File: src/rtl/chunked_seq_adder.sv
// Sequential add/subtract unit: processes CHUNK bits per clock, LSB chunk first,
// with the inter-chunk carry held in a register. start/busy/done handshake.
module chunked_seq_adder #(
    parameter int WIDTH = 16,
    parameter int CHUNK = 4
) (
    input  logic             clk,
    input  logic             rst_n,
    input  logic             start,
    input  logic [WIDTH-1:0] a,
    input  logic [WIDTH-1:0] b,
    input  logic             cin,
    input  logic             sub,
    output logic             busy,
    output logic             done,
    output logic [WIDTH-1:0] sum,
    output logic             cout,
    output logic             ovf
);

    localparam int NCHUNK = WIDTH / CHUNK;
    localparam int CW     = (NCHUNK > 1) ? $clog2(NCHUNK) : 1;
    localparam logic [CW-1:0]    LAST_IDX = CW'(NCHUNK - 1);
    localparam logic [WIDTH-1:0] CMASK    = {WIDTH{1'b1}} >> (WIDTH - CHUNK);

    localparam logic [1:0] IDLE = 2'd0;
    localparam logic [1:0] RUN  = 2'd1;
    localparam logic [1:0] DONE = 2'd2;

    // Handshake: a request is taken on any rising edge where start=1 and the
    // unit is not busy (IDLE or DONE); done is a single-cycle result-valid pulse.
    logic [1:0]       state;
    logic [CW-1:0]    idx;
    logic [WIDTH-1:0] op_a;
    logic [WIDTH-1:0] op_b;
    logic             carry;
    logic [WIDTH-1:0] acc;

    int               base;
    logic [CHUNK-1:0] chunk_a;
    logic [CHUNK-1:0] chunk_b;
    logic [CHUNK:0]   csum;
    logic [WIDTH-1:0] acc_next;
    logic             c_msb;

    assign busy = (state == RUN);
    assign done = (state == DONE);

    always_comb begin
        base     = int'(idx) * CHUNK;
        chunk_a  = CHUNK'(op_a >> base);
        chunk_b  = CHUNK'(op_b >> base);
        csum     = {1'b0, chunk_a} + {1'b0, chunk_b} + {{CHUNK{1'b0}}, carry};
        acc_next = (acc & ~(CMASK << base)) | (WIDTH'(csum[CHUNK-1:0]) << base);
        // Carry into the MSB recovered from the MSB sum bit and both operand MSBs
        c_msb    = csum[CHUNK-1] ^ op_a[WIDTH-1] ^ op_b[WIDTH-1];
    end

    always_ff @(posedge clk) begin
        if (!rst_n) begin
            state <= IDLE;
            idx   <= '0;
            op_a  <= '0;
            op_b  <= '0;
            carry <= 1'b0;
            acc   <= '0;
            sum   <= '0;
            cout  <= 1'b0;
            ovf   <= 1'b0;
        end else begin
            case (state)
                IDLE, DONE: begin
                    if (start) begin
                        op_a  <= a;
                        op_b  <= sub ? ~b : b;
                        carry <= sub | cin;
                        idx   <= '0;
                        state <= RUN;
                    end else begin
                        state <= IDLE;
                    end
                end
                RUN: begin
                    acc   <= acc_next;
                    carry <= csum[CHUNK];
                    if (idx == LAST_IDX) begin
                        sum   <= acc_next;
                        cout  <= csum[CHUNK];
                        ovf   <= c_msb ^ csum[CHUNK];
                        idx   <= '0;
                        state <= DONE;
                    end else begin
                        idx <= idx + CW'(1);
                    end
                end
                default: state <= IDLE;
            endcase
        end
    end

endmodule

File: config.mk
export PLATFORM = sky130hd
export DESIGN_NAME = chunked_seq_adder
export DESIGN_NICKNAME = d
export VERILOG_FILES = /design/src/rtl/chunked_seq_adder.sv
export SDC_FILE = /design/constraint.sdc
export NUM_CORES = 1
export LEC_CHECK = 0
export ABC_AREA = 1
export ABC_CLOCK_PERIOD_IN_PS = 2900
export CAP_MARGIN = 20
export CORE_AREA = 2 2 82 84
export DETAILED_ROUTE_END_ITERATION = 7
export DIE_AREA = 0 0 84 86
export GPL_ROUTABILITY_DRIVEN = 1
export PLACE_DENSITY = 0.79
export SYNTH_ARGS = -nofsm -noshare
export SYNTH_HDL_FRONTEND = slang
export SYNTH_SLANG_ARGS = --single-unit
export TNS_END_PERCENT = 1
File: constraint.sdc
create_clock -name clk -period 2.9 [get_ports clk]
set_clock_uncertainty 0.05 [all_clocks]
set_input_delay 0.29 -clock clk [delete_from_list [all_inputs] [get_ports clk]]
set_output_delay 0.29 -clock clk [all_outputs]
set_load 0.02 [all_outputs]
### Yosys cells after proc, flatten, opt, wreduce, memory -nomap -nowiden

Cells that the tools add are included.

* output and inout bits: 20
* bits of input ports: 37
* register bits after elaboration: 71

* bitwise gates (word level): 8
* eq/ne operators: 5
* shift-type cells: 4
* $add $sub $neg: 3
* multiplexer cells: 9
* reduce and logical (&&, ||, !) cells: 6

Operators by type and width (number)
* NOT 16 bit: 2
* right shift 16 x 4 -> 4 bit: 2
* bitwise AND 16 bit: 1
* 2-to-1 mux 16 bit: 1
* OR 16 bit: 1
* left shift 4 x 4 -> 16 bit: 1
* left shift 4 x 4 -> 16 bit (first input constant): 1
* case mux 2 bit (2 select lines): 2
* 2-to-1 mux 2 bit: 3
* AND reduction 2 bit: 3
* adder 4 x 4 -> 5 bit: 1
* adder 5 x 1 -> 5 bit: 1
* equality test 2 bit (second input constant): 2
* XOR 1 bit: 3
* adder 2 x 1 -> 2 bit (second input constant): 1
* equality test 2 x 1 -> 1 bit (second input constant): 1
* logical NOT 2 bit: 1
* 2-to-1 mux 1 bit: 2
* != test 2 x 1 -> 1 bit (second input constant): 1
* != test 2 bit (second input constant): 1
* case mux 1 bit (2 select lines): 1
* nonzero test 2 bit: 1
* OR reduction 2 bit: 1
* OR 1 bit: 1

### Depth between registers and ports, before layout

* depth after elaboration: 6
* gate-level depth with buffers: 14
* gate-level depth less buffers: 12

### Least setup slack after synthesis

No wires, ideal clock.

* path type: register to register
* start: register idx[1]
* end: register acc[2]
* clock period less this slack: 2508 ps
* slack: 392 ps
* data required time: 2735 ps
* cell stages (with the launch flop): 13
* data arrival time: 2342 ps
* cell sequence: dfxtp_1 -> buf_4 -> inv_2 -> buf_2 -> o21ai_0 -> o22ai_1 -> fa_1 -> fa_1 -> or2_2 -> nand3_1 -> o22ai_1 -> o21ai_0 -> inv_1

* longest elaborated chain between the ends: 5
* elaborated cells on any way between the ends: 9
* those cells by class: 2 x add/sub; 4 x shift; 3 x bitwise

Ends and longest elaborated chain
* from (decl): line 33 `logic [CW-1:0] idx;`
* from (signal assigned): line 93 `idx <= idx + CW'(1);`
* right shift 16 x 4 -> 4 bit, on equally long branches: line 51, 52
* adder 4 x 4 -> 5 bit: line 53 `csum = {1'b0, chunk_a} + {1'b0, chunk_b} + {{CHUNK{1'b0}}, carry};`
* adder 5 x 1 -> 5 bit: line 53
* left shift 4 x 4 -> 16 bit: line 54 `acc_next = (acc & ~(CMASK << base)) | (WIDTH'(csum[CHUNK-1:0]) << base);`
* OR 16 bit (*): line 54
* to (signal assigned): line 84 `acc <= acc_next;`
* to (decl): line 37 `logic [WIDTH-1:0] acc;`

Every way passes the cells marked *; elsewhere a longest branch is shown, timed or not.
A chain may end at the register's enable or synchronous reset.

### Final worst setup path

Same ends and word-level chain as after synthesis.

==> metrics.txt <==
later-pin clock latency in the skew report=0.35 ns; count of TritonRoute iterations in the first routing pass=5; starting density of the core=slightly above 50%; slew at the pin with the worst max-slew slack=0.537 ns; worst setup path startpoint=idx[1]; die extent in x=84 um; detailed-route vias per instance=5.33; NumNets Final=528; total of flip-flops plus latches after synthesis=67; RSZ-0062 raised after global routing=no; site row count=29; Chip Height=86 um; initial antenna violation count=0; met2 Use GR=between 30 and 40%; Total Neg Setup Slack=0 ns; outcome=completed; Crit Reg-Reg Endpoint=acc[2]; launching element type of the critical path=register; Max-cap violations=0; post-CTS setup buffer count=0; standard cell core area=6280 um^2; worst setup slack after layout=0.347 ns; largest fanout on the critical path=11; # fillers=581; Slew Viols, Final=0; synth unique cells=28; hold buffer count at cts=0; cell area after synthesis=3170 um^2; relative slew slack=64.1%; Yosys top cell by area=sky130_fd_sc_hd__dfxtp_1; required time worst endpoint=3.09 ns; Syn. warnings=0; final critical-path share of the clock period=88.0%; flop-to-flop setup slack=0.35 ns; remaining antenna violation count=0; DRC violations left=0; worst hold-check path type=reg2reg; most crowded layer after global routing=met2; first-pass GRT wire length=12400 um; Num CTS Buffers=9; maximum number of pins on one net before global-route repair=49; cell count after placement=548; length in cells of the worst reg-to-reg path=10; number of failing setup endpoints in the final timing report=0; layout cells sized above 1=7.80%; area added between synthesis and finish=25.5%; Clock transition at path regs=0.08 ns; number of clock sinks=between 60 and 70; combined global-route utilization of all metal layers=a little over a fifth; highest-count cells in the layout ignoring fill and taps=sky130_fd_sc_hd__o21ai_0, sky130_fd_sc_hd__dfxtp_1, sky130_fd_sc_hd__nor2_1, sky130_fd_sc_hd__clkdlybuf4s50_1, sky130_fd_sc_hd__inv_1; depth of the CTS H-tree=3; via count=3006; post-route insts no fill=564; mean instance size in the synthesized netlist=~7.3 um^2; Top Family by Delay on Critical Path=adder cells; P_leak=1.73 nW; post-place setup slack=0.383 ns; critical path capture point=acc[2]; final total power=0.00234 W; Final Hold Fails=0; Area after DPL=3770 um^2; number of global-route vias before repair=between 2k and 3k; Total Die Area=7220 um^2; met3 routing resource usage after global routing=4.62%; critical path's slowest cell=sky130_fd_sc_hd__dfxtp_1; number of stages on the worst setup path=10; area share of the leading cell type in the synthesized netlist=42.3%; CTS resizes=0; Antenna diodes=0; arrival time reported for the critical path endpoint=2.74 ns; delay of the slowest critical-path stage=around 0.51 ns; power per standard cell area=587 nW/um^2; type of the setup path with the least slack=reg2reg; Iteration-0 DRC Markers=103; Wirelength per Cell=12.8 um; final WL=7200 um; capturing element type of the critical path=register; Top Ports=57; Bufs and invs on worst path=2; sequential fraction of the synthesis area=a little over two fifths; VDD IR max=~0.41 mV; cell chain of the critical path=inv_2 > o21ai_0 > o22ai_1 > fa_1 > fa_1 > or2_2 > nand3_1 > o22ai_1 > o21ai_0 > inv_1; RePlAce Congestion=0.915; met1 Usage GRT=between 20 and 25%; clock period minus final worst setup slack=between 2 and 3 ns; CTS max path bufs=2; clock tree from TritonCTS=yes; Root Driver=sky130_fd_sc_hd__clkbuf_8; reg-to-reg critical path startpoint=idx[1]; final instance area=around 4000 um^2; global route overflow=0; most frequent standard cell in the layout excluding fill and tap cells=sky130_fd_sc_hd__o21ai_0; largest cells by area after synthesis=sky130_fd_sc_hd__dfxtp_1, sky130_fd_sc_hd__o21ai_0, sky130_fd_sc_hd__nor2_1, sky130_fd_sc_hd__a21oi_1, sky130_fd_sc_hd__inv_1; highest clock frequency the design can meet=392 MHz; post-synth net total=479; HPWL after DPL=between 5000 and 6000 um; count of port buffers added during placement=56; number of instances in the synthesized netlist=approximately 430
-- layout make-up --
type | instances | area [um^2] | share of cell area (%)
Clock buffer | 9 | 124 | 3.11
Clock inverter | 7 | 92.6 | 2.32
Inverter | 48 | 180 | 4.52
Multi-Input combinational cell | 290 | 1510 | 38.0
Sequential cell | 67 | 1340 | 33.7
Tap cell | 77 | 96.3 | 2.42
Timing Repair Buffer | 66 | 636 | 16.0
-- stage by stage --
| stage | util [%] | hold slack, ns |
|---|---|---|
| 5_1_grt | 63.5 | 0.455 |
| 6_report | 63.5 | 0.420 |
| 3_5_place_dp | 60.0 | 0.410 |
| 3_3_place_gp | 60.0 | 0.408 |
| 2_1_floorplan | - | 0.375 |
| 4_1_cts | 63.5 | 0.422 |
-- how the worst min path moves through the flow --
stage | slack [ns] | end | start | depth (start not counted)
finish | 0.42 | sum[14] | sum[14] | 2
global route | 0.45 | sum[14] | sum[14] | 2
CTS | 0.42 | sum[14] | sum[14] | 2
detailed placement | 0.41 | sum[14] | sum[14] | 2
global placement | 0.41 | sum[14] | sum[14] | 2
floorplan | 0.37 | op_a[0] | a[0] | 2
-- cells by family (layout without fill, tap and decap cells) --
logic type	Yosys count	after routing	share of synthesized area, %
AND/OR/NAND/NOR	135	135	17.6
AO/OA/AOI/OAI	130	130	21.7
buffers and inverters	76	130	10.1
flip-flops	67	67	42.3
XOR/XNOR	16	16	4.41
adder cells (fa/ha/maj)	9	9	4.02
-- synthesized netlist by cell type, drive strengths merged --
library cell	count
buf	15
o32ai	2
o21bai	1
nand3	17
o21ai	72
or2	3
a31oi	1
a21oi	36
nor3	2
nand2	42
inv	48
fa	2
o22ai	15
o21a	3
dfxtp	67
nand4	3
clkbuf	13
nor2	68
xnor2	16
ha	7
-- report_power, final --
group | switching, W | leakage, nW | internal [W]
registers | 0.0000330 | 0.550 | 0.000982
logic | 0.000284 | 1.08 | 0.000198
clock network | 0.000361 | 0.101 | 0.000480
-- sequential cells by signal, indices dropped and copies added, names as in the netlist --
| register | flops |
|---|---|
| ovf | 1 |
| state | 2 |
| acc | 12 |
| op_b | 16 |
| idx | 2 |
| op_a | 16 |
| sum | 16 |
| carry | 1 |
| cout | 1 |
-- metal layers --
layer / share of wire, % / vias up
met4: 2.7 / 0
li1: - / 1525
met1: 45 / 1359
met3: 5.2 / 19
met2: 47 / 103
met5: 0 / -
-- worst min-delay path, delay by kind of cell (launching register included) --
family,cells,cell delay (ns)
AO/OA/AOI/OAI,1,0.05
flip-flops,1,0.31
AND/OR/NAND/NOR,1,0.06
Power figures use the tool's default switching activity.
